$ cat src/rtl/ff_skid.sv
// Elastic pipeline register: valid/ready on both sides, 2-entry skid buffer, synchronous flush.
// Optional stall counter output enabled by defining BRISC_PIPE_PERF_EN.
module ff_skid #(
    parameter int                 WIDTH       = 32,  // brisc_pkg::REG_LEN
    parameter logic [WIDTH-1:0]   RESET_VALUE = '0
) (
    input  logic             clk,
    input  logic             reset,
    input  logic             flush,
    input  logic             in_valid,
    output logic             in_ready,
    input  logic [WIDTH-1:0] in_data,
    output logic             out_valid,
    input  logic             out_ready,
    output logic [WIDTH-1:0] out_data,
    output logic [1:0]       occupancy
`ifdef BRISC_PIPE_PERF_EN
    ,
    output logic [31:0]      perf_stall_cnt
`endif
);

    // Handshake: a transfer happens on a side exactly when valid and ready are both high at posedge clk.
    typedef enum logic [1:0] {
        EMPTY = 2'd0,
        BUSY  = 2'd1,
        FULL  = 2'd2
    } state_t;

    state_t           state_q, state_d;
    logic [WIDTH-1:0] main_q, main_d;
    logic [WIDTH-1:0] skid_q, skid_d;
    logic             in_fire;
    logic             out_fire;

    // in_ready depends only on registered state and flush, never on out_ready.
    assign in_ready  = (state_q != FULL) & ~flush;
    assign out_valid = (state_q != EMPTY);
    assign out_data  = main_q;
    assign occupancy = state_q;
    assign in_fire   = in_valid & in_ready;
    assign out_fire  = out_valid & out_ready;

    always_ff @(posedge clk) begin
        if (reset) begin
            state_q <= EMPTY;
            main_q  <= RESET_VALUE;
            skid_q  <= RESET_VALUE;
        end else begin
            state_q <= state_d;
            main_q  <= main_d;
            skid_q  <= skid_d;
        end
    end

    always_comb begin
        state_d = state_q;
        main_d  = main_q;
        skid_d  = skid_q;
        if (flush) begin
            state_d = EMPTY;
        end else begin
            case (state_q)
                EMPTY: begin
                    if (in_fire) begin
                        state_d = BUSY;
                        main_d  = in_data;
                    end
                end
                BUSY: begin
                    case ({in_fire, out_fire})
                        2'b11: main_d = in_data;
                        2'b10: begin
                            state_d = FULL;
                            skid_d  = in_data;
                        end
                        2'b01: state_d = EMPTY;
                        default: ;
                    endcase
                end
                FULL: begin
                    if (out_fire) begin
                        state_d = BUSY;
                        main_d  = skid_q;
                    end
                end
                default: state_d = EMPTY;
            endcase
        end
    end

`ifdef BRISC_PIPE_PERF_EN
    logic [31:0] perf_q;

    // Saturating count of cycles where the head is held back by downstream; flush does not clear it.
    always_ff @(posedge clk) begin
        if (reset) begin
            perf_q <= 32'd0;
        end else if (out_valid & ~out_ready & ~flush & ~(&perf_q)) begin
            perf_q <= perf_q + 32'd1;
        end
    end

    assign perf_stall_cnt = perf_q;
`endif

endmodule
$ cat config.mk
export PLATFORM = sky130hd
export DESIGN_NAME = ff_skid
export DESIGN_NICKNAME = d
export VERILOG_FILES = /design/src/rtl/ff_skid.sv
export SDC_FILE = /design/constraint.sdc
export NUM_CORES = 1
export LEC_CHECK = 0
export CAP_MARGIN = 15
export CORE_MARGIN = 5
export CORE_UTILIZATION = 55
export CTS_BUF_LIST = sky130_fd_sc_hd__clkbuf_4 sky130_fd_sc_hd__clkbuf_8 sky130_fd_sc_hd__clkbuf_16
export CTS_CLUSTER_DIAMETER = 80
export DETAILED_ROUTE_END_ITERATION = 6
export DONT_BUFFER_PORTS = 1
export PLACE_DENSITY = 0.71
export REMOVE_ABC_BUFFERS = 1
export SLEW_MARGIN = 15
export SYNTH_ARGS = -nofsm -noshare
export SYNTH_HDL_FRONTEND = slang
export SYNTH_SLANG_ARGS = --single-unit
export TNS_END_PERCENT = 1
$ cat constraint.sdc
create_clock -name clk -period 1.3 [get_ports clk]
set_clock_uncertainty 0.1 [all_clocks]
set_input_delay 0.26 -clock clk [delete_from_list [all_inputs] [get_ports clk]]
set_output_delay 0.26 -clock clk [all_outputs]
set_load 0.01 [all_outputs]
; Word-level counts from Yosys, hierarchy flattened
; Cells that the tools add are included.
[totals]
regBits = 66
in_bits = 37
out_inout_bits = 36
wordCells = 32
[op_classes]
eq_ne = 10
mux = 8
bitwise_logic = 4
n_reduce_logical = 7
[ops]
columns = op, n
row1 = two-way mux 32 bit, 3
row2 = one-hot mux 32 bit (3 select lines), 1
row3 = == test 2 bit (second input constant), 3
row4 = inequality test 2 bit (second input constant), 3
row5 = one-hot mux 2 bit (3 select lines), 1
row6 = AND reduction 3 bit, 2
row7 = AND reduction 5 bit, 1
row8 = == test 2 x 1 -> 1 bit (second input constant), 2
row9 = two-way mux 2 bit, 2
row10 = one-hot mux 2 bit (2 select lines), 1
row11 = bitwise AND 1 bit, 3
row12 = inequality test 3 x 2 -> 1 bit (second input constant), 1
row13 = nonzero test 3 bit, 1
row14 = zero test 2 bit, 1
row15 = inequality test 2 x 1 -> 1 bit (second input constant), 1
row16 = nonzero test 2 bit, 1
row17 = OR reduction 2 bit, 1
row18 = NOT 1 bit, 1

; Logic depth before layout (Yosys ltp)
[logic_depth]
depth_word = 6
mapped_depth = 6
depth_no_buf = 4

; Least setup slack after synthesis
; OpenSTA, ideal clock, no wires.
[synth_path]
path_type = reg-to-reg
startpoint = register state_q[0], in the netlist occupancy[0]
endpoint = register skid_q[10]
setup_time_ns = 0.132
t_arrival_ns = 1.292
required_time_ns = 1.068
setup_slack_ns = -0.225
path_stages_with_launch = 7
n_path_buf = 2
synth_period_minus_slack_ns = 1.525
path_cell_list = dfxtp_1 nand2b_1 or3_1 clkbuf_1 buf_2 nand2_1 a21oi_1
[synth_between]
elab_chain_len = 5
word_cells_on_any_way = 8
cone_classes = eq/ne: 3 / bitwise: 3 / reduce/logical: 2
[synth_lines]
columns = element, line
row1 = start: declaration, 30  ; state_t state_q, state_d;
row2 = start signal: assignment, 50  ; state_q <= state_d;
row3 = inequality test 2 bit, 37  ; assign in_ready = (state_q != FULL) & ~flush;
row4 = bitwise AND 1 bit, 37
row5 = bitwise AND 1 bit, 41  ; assign in_fire = in_valid & in_ready;
row6 = == test 2 bit, 71  ; case ({in_fire, out_fire})
row7 = AND reduction 3 bit (no line) *, n/a
row8 = end signal: assignment, 52  ; skid_q <= skid_d;
row9 = end: declaration, 32  ; logic [WIDTH-1:0] skid_q, skid_d;
; Mark *: on every way between the ends. The rest lies on a longest branch, timed or not.
; A chain may end at the register's enable or synchronous reset.

; Worst setup path after layout
[layout_path]
startpoint = register state_q[0], in the netlist occupancy[0]
endpoint = output in_ready
[layout_between]
elab_chain_len = 2
[layout_lines]
columns = element, line
row1 = inequality test 2 bit, 37
row2 = bitwise AND 1 bit, 37
row3 = end: declaration, 11  ; output logic in_ready,
; No other way between the ends.

==> impl_metrics.env <==
export IMPL_rsz0062_at_grt="true"
export IMPL_seq_power_share_pct=49.6
export IMPL_cp_startpoint="occupancy[0]"
export IMPL_synthSimpleGateAreaFrac_pct=18.4
export IMPL_port_buffers=0
export IMPL_fin_cells=418
export IMPL_period_needed_ps=1550
export IMPL_finalSetupTns_ps=-11120
export IMPL_pre_cts_slack_ps=-281
export IMPL_synth_top_family_by_area="simple AND/OR/NAND/NOR gates"
export IMPL_synth_distinct_cells=21
export IMPL_design_core_area_sq_um=5070
export IMPL_synth_compound_area_share_pct=18.0
export IMPL_grt_remaining_overflow=0
export IMPL_arrival_ps=1190
export IMPL_detail_route_antenna_nets=0
export IMPL_swShare_pct=22.2
export IMPL_critPathKind="flop to output pin"
export IMPL_finalInstanceArea_sq_um=3360
export IMPL_final_nets=380
export IMPL_min_path_type="input port to flop"
export IMPL_drt_iter0_drc=108
export IMPL_synth_mux_area_share_pct=11.3
export IMPL_regToRegEndpoint="out_data[9]"
export IMPL_placed_area_sq_um=2950
export IMPL_end_kind="output pin"
export IMPL_synth_top_cells_by_area="dfxtp_1 (46%), a21oi_1 (11%), mux2i_1 (11%), nand2_1 (8.6%), or3_1 (7.3%)"
export IMPL_grtUsageTotal_pct=20.8
export IMPL_crit_end="in_ready"
export IMPL_setup_ws_ps=-249
export IMPL_fp_dieArea_sq_um=6710
export IMPL_setup_viol=67
export IMPL_fillCellCount=442
export IMPL_cap_violations=0
export IMPL_ys_warn_count=0
export IMPL_gp_congestion=0.731
export IMPL_worstPathRequired_ps=940
export IMPL_h_tree_depth=3
export IMPL_ys_seq_area_share_pct=46.5
export IMPL_cts_made_buffers=9
export IMPL_timing_hold_ws_ps=-128
export IMPL_grt_pass1_wl_microns=10600
export IMPL_clock_latency_ps=340
export IMPL_fmax_ghz=0.646
export IMPL_ir_drop_mv=0.829
export IMPL_grt_pass1_vias=2279
export IMPL_synth_area_sq_um=2840
export IMPL_timing_rr_start="occupancy[0]"
export IMPL_fin_crit_sh_pct=119
export IMPL_ios=73
export IMPL_std_cell_rows=26
export IMPL_ctsLongestPathBuffers=2
export IMPL_synth_cells=339
export IMPL_worst_r2r_path_depth=5
export IMPL_critPathLaunchType="flop"
export IMPL_total_power_mw=4.31
export IMPL_vias=2364
export IMPL_post_synth_cell_area_avg_sq_um=8.39
export IMPL_wl_microns=6660
export IMPL_critPathMaxFanout=7
export IMPL_yosys_area_top_type_share_pct=46.5
export IMPL_cts_sinks=66
export IMPL_grt_max_degree=70
export IMPL_antenna_found_initial=0
export IMPL_drive_gt1_share_pct=18.4
export IMPL_slew_headroom_pct=84.9
export IMPL_status="finished, violations left"
export IMPL_synth_xor_area_share_pct=0
export IMPL_die_x_microns=81.9
export IMPL_violations="hold timing, setup timing"
export IMPL_drv_slew=0
export IMPL_cts_root_buf="clkbuf_8"
export IMPL_final_core_util_pct=66.2
export IMPL_routedWlPerCell_microns=15.9
export IMPL_diodes=0
export IMPL_power_per_cell_area_nw_per_um2=1280
export IMPL_drc_errors=0
export IMPL_dp_cells=396
export IMPL_power_leakage_nw=1.37
export IMPL_ys_seq_elements=66
export IMPL_power_switching_mw=0.955
export IMPL_syn_to_final_growth_pct=18.3
export IMPL_synthAdderAreaFrac_pct=0
export IMPL_clk_pin_slew_worst_paths_ps=80
export IMPL_p_clk_share_pct=44.7
export IMPL_initial_core_util_pct=56.0
export IMPL_dp_hpwl_microns=4030
export IMPL_tightest_slew_ps=224
export IMPL_viasPerCell=5.66
export IMPL_hold_viol_final=66
export IMPL_die_h_microns=81.9
export IMPL_first_pass_iters=4
export IMPL_yosysTopAreaCell="dfxtp_1"
export IMPL_combPwrFrac_pct=5.7
export IMPL_cell_internal_pwr_mw=3.35
export IMPL_cts_tree="yes"
export IMPL_rrSetupSlack_ps=-210
## power by group through the flow
stage | Sequential (mW) | Clock (mW) | Combinational (mW)
after floorplan | 2.17 | 0 | 0.145
after global placement | 2.18 | 0 | 0.207
after detailed placement | 2.19 | 0 | 0.216
after CTS | 2.14 | 1.97 | 0.229
after global routing | 2.15 | 2.09 | 0.274
final | 2.14 | 1.93 | 0.244
## final cells by class
cell class	instances	area, sq um	area share (%)
Multi-Input combinational cell	242	1460	43.3
Sequential cell	66	1330	39.4
Timing Repair Buffer	24	270	8.04
Clock buffer	11	145	4.32
Tap cell	70	87.6	2.61
Clock inverter	5	77.6	2.31
## cells by family after synthesis
logic type,after synthesis
multiplexers,32
flip-flops,66
AO/OA/AOI/OAI,100
AND/OR/NAND/NOR,110
buffers and inverters,31
## state kept, by name (all words and copies together), names as in the netlist
name       count
out_data      32
occupancy      2
skid_q        32
## cell usage in the layout, fill, tap and decap left out, types with 2 or more instances in the layout
cell type  synthesis  final
buf_4              0     11
nand2b_4           0      2
clkbuf_8           0     10
nor2_1             2      2
mux2i_1           32     32
bufinv_16          0      2
a21oi_2            1     10
or3_4              0      3
a21oi_1           65     55
clkinv_2           0      2
or3_1             33     30
o21ai_0           30     29
o21ai_1            2      3
buf_6              1      6
buf_12             0      5
dfxtp_1           66     64
nand2_1           65     65
## cells in the mapped netlist
| master | instances |
|---|---|
| nor3_2 | 1 |
| a21oi_2 | 1 |
| nor3_1 | 2 |
| mux2i_1 | 32 |
| a21oi_1 | 65 |
| o21ai_0 | 30 |
| nor2b_1 | 2 |
| clkbuf_1 | 20 |
| nor2_1 | 2 |
| and3b_1 | 1 |
| buf_8 | 3 |
| buf_6 | 1 |
| nand2b_1 | 3 |
| nand2_1 | 65 |
| buf_2 | 7 |
| dfxtp_1 | 66 |
| or3_1 | 33 |
| o21a_1 | 1 |
| o22a_1 | 1 |
| o21ai_1 | 2 |
| or2_2 | 1 |
## timing repair
action                                 in CTS  in global routing
setup buffers                               3                  1
gates cloned                                0                  2
gates resized for setup                    17                 17
setup endpoints to repair                  68                 68
pin swaps                                  28                  1
endpoints found under the hold margin      66                 66
## critical path: stages (launching register included)
cell	delay, ps
dfxtp_2	380
nand2b_4	170
buf_8	130
nor2b_4	170
## worst min path at each step
stage / startpoint / end / slack [ps] / depth (start not counted)
after floorplan: reset / out_data[0] / 230 / 1
after global placement: reset / skid_q[31] / 240 / 1
after detailed placement: reset / skid_q[25] / 240 / 1
after CTS: reset / skid_q[31] / -140 / 1
after global routing: reset / out_data[31] / -150 / 1
final: reset / skid_q[25] / -130 / 1
## routing by layer
metal / vias up / GRT usage, % / wire length (microns)
li1: 1179 / - / -
met1: 1110 / 24.3 / 2720
met2: 65 / 33.5 / 3200
met3: 10 / 7.68 / 632
met4: 0 / 9.97 / 109
met5: - / 0 / 0
Power figures use the tool's default switching activity.
